$ cat src/rtl/uart_tx_pkg.sv
// Shared definitions for the io_uart_tx memory-mapped transmitter.
// Optional parity support is selected with UART_TX_PARITY_EN.
package uart_tx_pkg;

   typedef enum logic [2:0] {
      ST_IDLE   = 3'd0,
      ST_START  = 3'd1,
      ST_DATA   = 3'd2,
      ST_STOP   = 3'd3
`ifdef UART_TX_PARITY_EN
      ,
      ST_PARITY = 3'd4
`endif
   } state_t;

   localparam logic [3:0] OFS_TXDATA  = 4'h0;
   localparam logic [3:0] OFS_STATUS  = 4'h4;
   localparam logic [3:0] OFS_DIVISOR = 4'h8;

   localparam logic [1:0] SEL_TXDATA  = OFS_TXDATA[3:2];
   localparam logic [1:0] SEL_STATUS  = OFS_STATUS[3:2];
   localparam logic [1:0] SEL_DIVISOR = OFS_DIVISOR[3:2];

   localparam int STB_BUSY  = 0;
   localparam int STB_FULL  = 1;
   localparam int STB_EMPTY = 2;
   localparam int STB_OVF   = 3;
   localparam int STB_CNT   = 4;

   function automatic logic [3:0] sat_cnt(input logic [31:0] c);
      return (c > 32'd15) ? 4'hF : c[3:0];
   endfunction

endpackage

$ cat src/rtl/tx_fifo.sv
// Byte-wide synchronous FIFO feeding the UART shifter.
// A push while full is accepted only when a pop happens on the same edge.
module tx_fifo #(
   parameter int DEPTH = 8
) (
   input  logic                     clock,
   input  logic                     reset,
   input  logic                     push,
   input  logic                     pop,
   input  logic [7:0]               din,
   output logic [7:0]               dout,
   output logic                     full,
   output logic                     empty,
   output logic [$clog2(DEPTH):0]   count
);

   localparam int AW = $clog2(DEPTH);

   logic [7:0]  mem [DEPTH];
   logic [AW:0] wr_ptr;
   logic [AW:0] rd_ptr;
   logic        do_push;
   logic        do_pop;

   assign empty   = (wr_ptr == rd_ptr);
   assign full    = (wr_ptr[AW] != rd_ptr[AW]) &&
                    (wr_ptr[AW-1:0] == rd_ptr[AW-1:0]);
   assign count   = wr_ptr - rd_ptr;
   assign do_pop  = pop & ~empty;
   assign do_push = push & (~full | do_pop);
   assign dout    = mem[rd_ptr[AW-1:0]];

   // Storage array; contents need no reset since pointers gate visibility.
   always_ff @(posedge clock) begin
      if (do_push)
         mem[wr_ptr[AW-1:0]] <= din;
   end

   // Pointer update; reset flushes the queue.
   always_ff @(posedge clock or negedge reset) begin
      if (!reset) begin
         wr_ptr <= '0;
         rd_ptr <= '0;
      end else begin
         if (do_push)
            wr_ptr <= wr_ptr + 1'b1;
         if (do_pop)
            rd_ptr <= rd_ptr + 1'b1;
      end
   end

endmodule

$ cat src/rtl/io_uart_tx.sv
// Memory-mapped UART transmitter: TXDATA / STATUS / DIVISOR registers.
// Define UART_TX_PARITY_EN to add an even-parity bit before STOP.
module io_uart_tx
   import uart_tx_pkg::*;
#(
   parameter logic [31:0] IO_BASE    = 32'hFFFF_FC40,
   parameter logic [15:0] CLK_DIV    = 16'd868,
   parameter int          FIFO_DEPTH = 8
) (
   input  logic        clock,
   input  logic        reset,
   input  logic [31:0] address,
   input  logic [31:0] write_data,
   input  logic        memwrite,
   output logic [31:0] read_data,
   output logic        txd,
   output logic        tx_idle
);

   localparam int AW = $clog2(FIFO_DEPTH);

   logic        hit;
   logic [1:0]  sel;
   logic        wr_tx;
   logic        wr_st;
   logic        wr_dv;

   logic [15:0] divisor;
   logic [15:0] div_m1;
   logic        ovf;

   logic [7:0]  f_dout;
   logic        f_full;
   logic        f_empty;
   logic [AW:0] f_count;
   logic        f_pop;

   state_t      state;
   state_t      state_n;
   logic [15:0] tmr;
   logic [15:0] tmr_n;
   logic [2:0]  bit_idx;
   logic [2:0]  bit_n;
   logic [7:0]  shreg;
   logic [7:0]  sh_n;
   logic        tmr_done;
   logic [31:0] status;

`ifdef UART_TX_PARITY_EN
   logic        par;
   logic        par_n;
`endif

   logic        unused_ok;
   assign unused_ok = ^{address[1:0], write_data[31:16]};

   assign hit   = (address[31:4] == IO_BASE[31:4]);
   assign sel   = address[3:2];
   assign wr_tx = hit & memwrite & (sel == SEL_TXDATA);
   assign wr_st = hit & memwrite & (sel == SEL_STATUS);
   assign wr_dv = hit & memwrite & (sel == SEL_DIVISOR);

   // A programmed divisor of zero behaves as one clock per bit.
   assign div_m1   = (divisor == 16'd0) ? 16'd0 : divisor - 16'd1;
   assign tmr_done = (tmr == 16'd0);
   assign tx_idle  = (state == ST_IDLE) & f_empty;

   tx_fifo #(
      .DEPTH (FIFO_DEPTH)
   ) u_fifo (
      .clock (clock),
      .reset (reset),
      .push  (wr_tx),
      .pop   (f_pop),
      .din   (write_data[7:0]),
      .dout  (f_dout),
      .full  (f_full),
      .empty (f_empty),
      .count (f_count)
   );

   // Software-visible registers: divisor and sticky overflow.
   always_ff @(posedge clock or negedge reset) begin
      if (!reset) begin
         divisor <= CLK_DIV;
         ovf     <= 1'b0;
      end else begin
         if (wr_dv)
            divisor <= write_data[15:0];
         if (wr_tx && f_full && !f_pop)
            ovf <= 1'b1;
         else if (wr_st && write_data[STB_OVF])
            ovf <= 1'b0;
      end
   end

   // Frame state, bit timer and shifter.
   always_ff @(posedge clock or negedge reset) begin
      if (!reset) begin
         state   <= ST_IDLE;
         tmr     <= '0;
         bit_idx <= '0;
         shreg   <= '0;
`ifdef UART_TX_PARITY_EN
         par     <= 1'b0;
`endif
      end else begin
         state   <= state_n;
         tmr     <= tmr_n;
         bit_idx <= bit_n;
         shreg   <= sh_n;
`ifdef UART_TX_PARITY_EN
         par     <= par_n;
`endif
      end
   end

   // Next-state logic and line level; a pop loads the next byte.
   always_comb begin
      state_n = state;
      tmr_n   = tmr;
      bit_n   = bit_idx;
      sh_n    = shreg;
      f_pop   = 1'b0;
      txd     = 1'b1;
`ifdef UART_TX_PARITY_EN
      par_n   = par;
`endif
      unique case (state)
         ST_IDLE: begin
            if (!f_empty) begin
               f_pop   = 1'b1;
               sh_n    = f_dout;
               tmr_n   = div_m1;
               state_n = ST_START;
`ifdef UART_TX_PARITY_EN
               par_n   = ^f_dout;
`endif
            end
         end
         ST_START: begin
            txd = 1'b0;
            if (tmr_done) begin
               tmr_n   = div_m1;
               bit_n   = 3'd0;
               state_n = ST_DATA;
            end else begin
               tmr_n = tmr - 16'd1;
            end
         end
         ST_DATA: begin
            txd = shreg[0];
            if (tmr_done) begin
               tmr_n = div_m1;
               sh_n  = {1'b0, shreg[7:1]};
               if (bit_idx == 3'd7) begin
`ifdef UART_TX_PARITY_EN
                  state_n = ST_PARITY;
`else
                  state_n = ST_STOP;
`endif
               end else begin
                  bit_n = bit_idx + 3'd1;
               end
            end else begin
               tmr_n = tmr - 16'd1;
            end
         end
`ifdef UART_TX_PARITY_EN
         ST_PARITY: begin
            txd = par;
            if (tmr_done) begin
               tmr_n   = div_m1;
               state_n = ST_STOP;
            end else begin
               tmr_n = tmr - 16'd1;
            end
         end
`endif
         ST_STOP: begin
            txd = 1'b1;
            if (tmr_done) begin
               if (!f_empty) begin
                  f_pop   = 1'b1;
                  sh_n    = f_dout;
                  tmr_n   = div_m1;
                  state_n = ST_START;
`ifdef UART_TX_PARITY_EN
                  par_n   = ^f_dout;
`endif
               end else begin
                  state_n = ST_IDLE;
               end
            end else begin
               tmr_n = tmr - 16'd1;
            end
         end
         default: begin
            state_n = ST_IDLE;
         end
      endcase
   end

   // STATUS word assembly.
   always_comb begin
      status                        = '0;
      status[STB_BUSY]              = (state != ST_IDLE);
      status[STB_FULL]              = f_full;
      status[STB_EMPTY]             = f_empty;
      status[STB_OVF]               = ovf;
      status[STB_CNT+3:STB_CNT]     = sat_cnt(32'(f_count));
   end

   // Zero-latency readback; misses and the reserved slot read zero.
   always_comb begin
      read_data = '0;
      if (hit) begin
         unique case (sel)
            SEL_TXDATA:  read_data = '0;
            SEL_STATUS:  read_data = status;
            SEL_DIVISOR: read_data = {16'd0, divisor};
            default:     read_data = '0;
         endcase
      end
   end

endmodule

$ cat config.mk
export PLATFORM = sky130hd
export DESIGN_NAME = io_uart_tx
export DESIGN_NICKNAME = d
export VERILOG_FILES = /design/src/rtl/uart_tx_pkg.sv /design/src/rtl/tx_fifo.sv /design/src/rtl/io_uart_tx.sv
export SDC_FILE = /design/constraint.sdc
export NUM_CORES = 1
export LEC_CHECK = 0
export BUFFER_PORTS_ARGS = -buffer_cell sky130_fd_sc_hd__buf_2
export CAP_MARGIN = 20
export CORE_MARGIN = 3
export CORE_UTILIZATION = 57
export DETAILED_ROUTE_END_ITERATION = 8
export GPL_TIMING_DRIVEN = 1
export HOLD_SLACK_MARGIN = 0.15
export PLACE_DENSITY = 0.89
export SYNTH_ARGS = -nofsm -noshare
export SYNTH_HDL_FRONTEND = slang
export SYNTH_SLANG_ARGS = --single-unit
$ cat constraint.sdc
create_clock -name clock -period 8.1 [get_ports clock]
set_clock_uncertainty 0.15 [all_clocks]
set_input_delay 1.62 -clock clock [delete_from_list [all_inputs] [get_ports clock]]
set_output_delay 1.62 -clock clock [all_outputs]
set_load 0.01 [all_outputs]
After elaboration in Yosys (flattened, before gate mapping). Memories as Yosys holds them, arrays and structs flattened. Index checks and enable logic that the tools add are counted.

Logic and storage cells: 89. Bits in registers: 55. Input port bits: 67. RAM bits: 64. Memories kept: 1.

Memory list: u_fifo.mem (words 8, width 8, read ports 1, clocked after memory_dff 0, wr ports 1, RTL line tx_fifo.sv:19) `logic [7:0] mem [DEPTH];`.

Bitwise operators: 10. Multiplexer cells: 30. $add $sub $neg: 6. Equal/unequal tests: 16. Reductions and logical operators: 18.

Operators with widths (number): two-way mux 16 bit (5); one-hot mux 16 bit (3 select lines) (1); zero test 16 bit (2); one-hot mux 16 bit (2 select lines) (1); subtractor 16 x 1 -> 16 bit (second input constant) (2); == test 28 bit (second input constant) (1); two-way mux 3 bit (8); two-way mux 8 bit (3); one-hot mux 8 bit (3 select lines) (1); inequality test 2 bit (second input constant) (6); one-hot mux 3 bit (4 select lines) (1); nonzero test 3 bit (3); adder 4 x 1 -> 4 bit (second input constant) (2); bitwise AND 1 bit (7); two-way mux 1 bit (7); == test 3 x 2 -> 1 bit (second input constant) (2); one-hot mux 3 bit (2 select lines) (1); AND reduction 5 bit (1); == test 4 bit (1); logical AND 1 bit (4); one-hot mux 1 bit (2 select lines) (2); AND reduction 4 bit (1); nonzero test 2 bit (2); subtractor 4 bit (1); other kinds (14) (15).

Longest topological paths before layout.
Depth in word-level cells: 9. Gate-level depth with buffers: 10. Gate-level depth less buffers: 8.

Hierarchy. From an unflattened synthesis, not the netlist that was laid out.

Cell total of the unflattened synthesis: 652. Area total of the unflattened synthesis: 6899.1 µm².

Modules (own cells, without submodules): io_uart_tx (times used 1, cells each 484, area an instance 3946.3 µm²); tx_fifo (times used 1, cells each 168, area an instance 2952.8 µm²).

Worst setup path after synthesis. OpenSTA, ideal clock, no wires.

Path type: input port to output port. Start point: in address[23]. End point: out read_data[0]. Data required time: 6.330 ns. Path buffers: 0. Setup slack: 3.543 ns. Arrival time: 2.787 ns. Stages on the path: 5. Cell sequence: nand4_1 or3_1 nor3_1 nand2_1 nor2_1.

Cells in the longest elaborated chain, start to end: 2.

Ends and longest elaborated chain: start: declaration (RTL line io_uart_tx.sv:12) `input logic [31:0] address,`; == test 28 bit (RTL line io_uart_tx.sv:57) `assign hit = (address[31:4] == IO_BASE[31:4]);`; two-way mux 16 bit (RTL line io_uart_tx.sv:217) `if (hit) begin`; end: declaration (RTL line io_uart_tx.sv:15) `output logic [31:0] read_data,`.

Every way passes these cells.

Worst setup path in the final report.
Start point: in address[23]. End point: out read_data[7].

Same word-level chain as after synthesis.

==> impl_metrics.py <==
metrics = {
    "final_layout": {
        "n_antenna_cell": 0,
        "mostFrequentLayoutCell": "sky130_fd_sc_hd__buf_2",
        "area_delta_synth_final_pct": 13.9,
        "multiInputGateArea_mm2": 0.00316,
        "num-nets-final": 762,
        "fraction_of_layout_cells_with_a_size_suffix_above_1": 0.250,
        "seq_area_mm2": 0.00328,
        "commonest_non_fill_non_tap_cells_in_the_layout": "sky130_fd_sc_hd__buf_2, sky130_fd_sc_hd__edfxtp_1, sky130_fd_sc_hd__nand2_1",
        "n_fill_cell": 762,
    },
    "clock_network": {
        "cts_made_buffers": 17,
        "number_of_h_tree_levels": 4,
        "clock_insertion_delay_worst_skew_ns": 0.42,
        "post_cts_setup_buffer_count": 0,
        "clock_tree.root_cell": "sky130_fd_sc_hd__clkbuf_16",
        "numClockSinks": 118,
        "clk_pin_slew_worst_paths_ns": 0.06,
        "clockBufferDepth": 2,
        "cts_hold_buffers": 0,
        "cts_repair_resize_count": 0,
        "cts_tree": "yes",
    },
    "critical_path": {
        "path_max_fanout": 8,
        "worst_setup_end_kind": "output pin",
        "critical-path-max-stage-delay_ns": 0.46,
        "cp_cell_sequence": "buf_2, nand4_1, or3_1, nor3_1, nand2_1, nor2_1, buf_2",
        "critical_path.top_delay_family": "simple AND/OR/NAND/NOR gates",
        "cp_num_buf_inv": 2,
        "cp_required_ns": 6.33,
        "critical_path_arrival_ns": 3.29,
        "start_kind": "primary input",
        "criticalPathCategory": "primary input to output pin",
        "crit_top_cell": "sky130_fd_sc_hd__buf_2",
        "slowest_library_cell_on_the_worst_path": "sky130_fd_sc_hd__nor3_1",
    },
    "drt": {
        "routed_via_density": 6.76,
        "drt_pass1_iterations": 5,
        "detailroute.via_count": 5618,
        "detail_route.wirelength_um": 17700,
        "antenna_left": 0,
        "wl_per_cell_um": 21.3,
        "drc": 0,
        "detailedRoute.firstIterationViolations": 629,
    },
    "floorplan": {
        "io-pin-count": 101,
        "overall_die_width_um": 115,
        "placeableCoreArea_mm2": 0.0115,
        "initial_core_util": 0.586,
        "chipHeight_um": 115,
        "die-area_mm2": 0.0132,
        "rows": 39,
    },
    "synthesis": {
        "seq_area_frac_synth": 0.486,
        "netlist_instances": 614,
        "synth.ff_latch_count": 118,
        "netlist-cell-type-count": 74,
        "synthesis.area_per_instance_um2": 11.0,
        "synth_area_in_compound_gates": 0.136,
        "post_synth_mux_area_share": 0.0928,
        "netlist_area_mm2": 0.00675,
        "post_synth_xor_xnor_area": 0.0350,
        "ys.flop_type": "sky130_fd_sc_hd__edfxtp_1",
        "synth_edf_count": 64,
        "synth_simple_gate_area_share": 0.157,
        "yosys.area_share.adder": 0.0382,
        "synth-async-reset-ratio": 0.458,
        "yosysWarningCount": 0,
        "synth_top_family_by_area": "simple AND/OR/NAND/NOR gates",
    },
    "sta": {
        "worst_hold_slack_ns": 0.337,
        "grt_setup_unrepaired": "false",
        "min_period_over_period": 0.625,
        "finalSetupTns_ns": 0,
        "fmaxAchievable_mhz": 198,
        "relSlewSlack": 0.269,
        "timing.final.max_slew_violations": 0,
        "setup_violations": 0,
        "timing_hold_violations_final": 0,
        "tightest_slew_ns": 1.09,
        "final_period_minus_worst_setup_slack_ns": 5.06,
    },
    "placement": {
        "port-buffer-count": 66,
        "hpwl_um": 11300,
        "place.gp.congestion": 0.930,
    },
    "grt": {
        "grt_antenna_before_repair": 0,
        "grt_pass1_wl_um": 28600,
        "grt_max_degree": 55,
        "grt_overflow": 0,
        "first_global_vias": 5507,
        "grt_usage": 0.281,
    },
    "outcome": {
        "outcome": "complete, no violations",
    },
    "power": {
        "cellPowerDensity_mw_per_mm2": 232,
        "power.leakage_nw": 3.16,
        "peak_ir_drop_on_the_vdd_network_v": 0.000201,
    },
    "hold_path": {
        "worst_hold_path_type": "flip-flop to flip-flop",
    },
    "run": {
        "maxCapViolations": 0,
    },
}
==> synthesized netlist by cell type (5+ instances only) <==
library cell               instances  share of area
sky130_fd_sc_hd__nand2_1          59          0.033
sky130_fd_sc_hd__o31ai_1           5         0.0056
sky130_fd_sc_hd__a22o_1           10          0.013
sky130_fd_sc_hd__nor2_1           46          0.026
sky130_fd_sc_hd__buf_2             7         0.0052
sky130_fd_sc_hd__a22oi_1          12          0.013
sky130_fd_sc_hd__mux2_2           20          0.033
sky130_fd_sc_hd__inv_1            24          0.013
sky130_fd_sc_hd__ha_1             19          0.035
sky130_fd_sc_hd__buf_4            17          0.019
sky130_fd_sc_hd__clkbuf_1         22          0.012
sky130_fd_sc_hd__o21ai_0          24          0.018
sky130_fd_sc_hd__o21ai_1           6         0.0044
sky130_fd_sc_hd__nand4_1          11          0.010
sky130_fd_sc_hd__dfrtp_1          49           0.18
sky130_fd_sc_hd__xnor2_1          19          0.025
sky130_fd_sc_hd__mux4_2           16          0.053
sky130_fd_sc_hd__edfxtp_1         64           0.28
sky130_fd_sc_hd__dfstp_2           5          0.019
sky130_fd_sc_hd__o22ai_1           6         0.0056
sky130_fd_sc_hd__nand3_1          14          0.010
sky130_fd_sc_hd__nor4_1           14          0.013
sky130_fd_sc_hd__xor2_1            8          0.010
sky130_fd_sc_hd__a21oi_1          39          0.029
sky130_fd_sc_hd__nor3_1            8         0.0059
sky130_fd_sc_hd__o211ai_1          6         0.0067
==> where the power goes <==
| group | leakage, nW | internal [mW] | switching [mW] |
|---|---|---|---|
| Sequential | 1.29 | 0.653 | 0.0188 |
| Clock | 0.271 | 0.428 | 0.298 |
| Combinational | 1.61 | 0.126 | 0.257 |
==> metal layers <==
metal | track usage | part of all wire | up-vias | routed length [µm]
met1 | 0.367 | 0.38 | 2687 | 6820
met2 | 0.450 | 0.48 | 461 | 8510
li1 | - | - | 2395 | -
met4 | 0.118 | 0.035 | 0 | 622
met5 | 0 | 0 | - | 0
met3 | 0.0726 | 0.10 | 75 | 1770
==> registers in the layout, indices dropped and copies added, names as in the netlist <==
signal and flops:
ovf 1, bit_idx 3, tmr 16, u_fifo.wr_ptr 4, u_fifo.mem 64, u_fifo.rd_ptr 4
divisor 16, state 2, shreg 8
==> worst paths after layout <==
check                       startpoint                to  slack (ns)  depth (start not counted)
min in group asynchronous        reset       divisor[11]        1.19                          2
max in group asynchronous        reset          shreg[3]        6.12                          2
min reg2reg                   shreg[0]          shreg[0]        0.34                          2
min                           shreg[0]          shreg[0]        0.34                          2
max reg2reg                     tmr[4]  u_fifo.mem[1][6]        4.35                          7
max                        address[23]      read_data[7]        3.04                          7
==> layout make-up <==
cell class                      instances  area share
Multi-Input combinational cell        436       0.411
Sequential cell                       118       0.426
Inverter                               25      0.0122
Clock buffer                           17      0.0553
Clock inverter                         15      0.0185
Timing Repair Buffer                   77      0.0537
Tap cell                              143      0.0233
==> per-stage QoR <==
step / std cells / instance area [µm²] / utilization / power [mW] / setup slack (ns)
2_1_floorplan: 629 / 6810 / - / 0.958 / 3.54
3_3_place_gp: 799 / 7120 / 0.619 / 1.03 / 3.14
3_5_place_dp: 799 / 7120 / 0.619 / 1.05 / 3.07
4_1_cts: 831 / 7690 / 0.668 / 1.77 / 3.07
5_1_grt: 831 / 7690 / 0.668 / 1.84 / 2.84
6_report: 831 / 7690 / 0.668 / 1.78 / 3.04
==> cell families after synthesis <==
logic type,Yosys count
muxes,40
other,1
buffers and inverters,75
and+or+nand+nor,194
adders and majority gates,20
DFF,118
AOI/OAI and AO/OA,139
xor gates and xnor gates,27
==> worst register-to-register path, delay by kind of cell, from the launching register on <==
kind                   cells  cell delay (ns)
buffers and inverters      1             0.27
AND/OR/NAND/NOR            4             1.98
flip-flops                 1             0.49
AO/OA/AOI/OAI              2             0.56
Note: power is estimated with default switching activity, not from simulation.
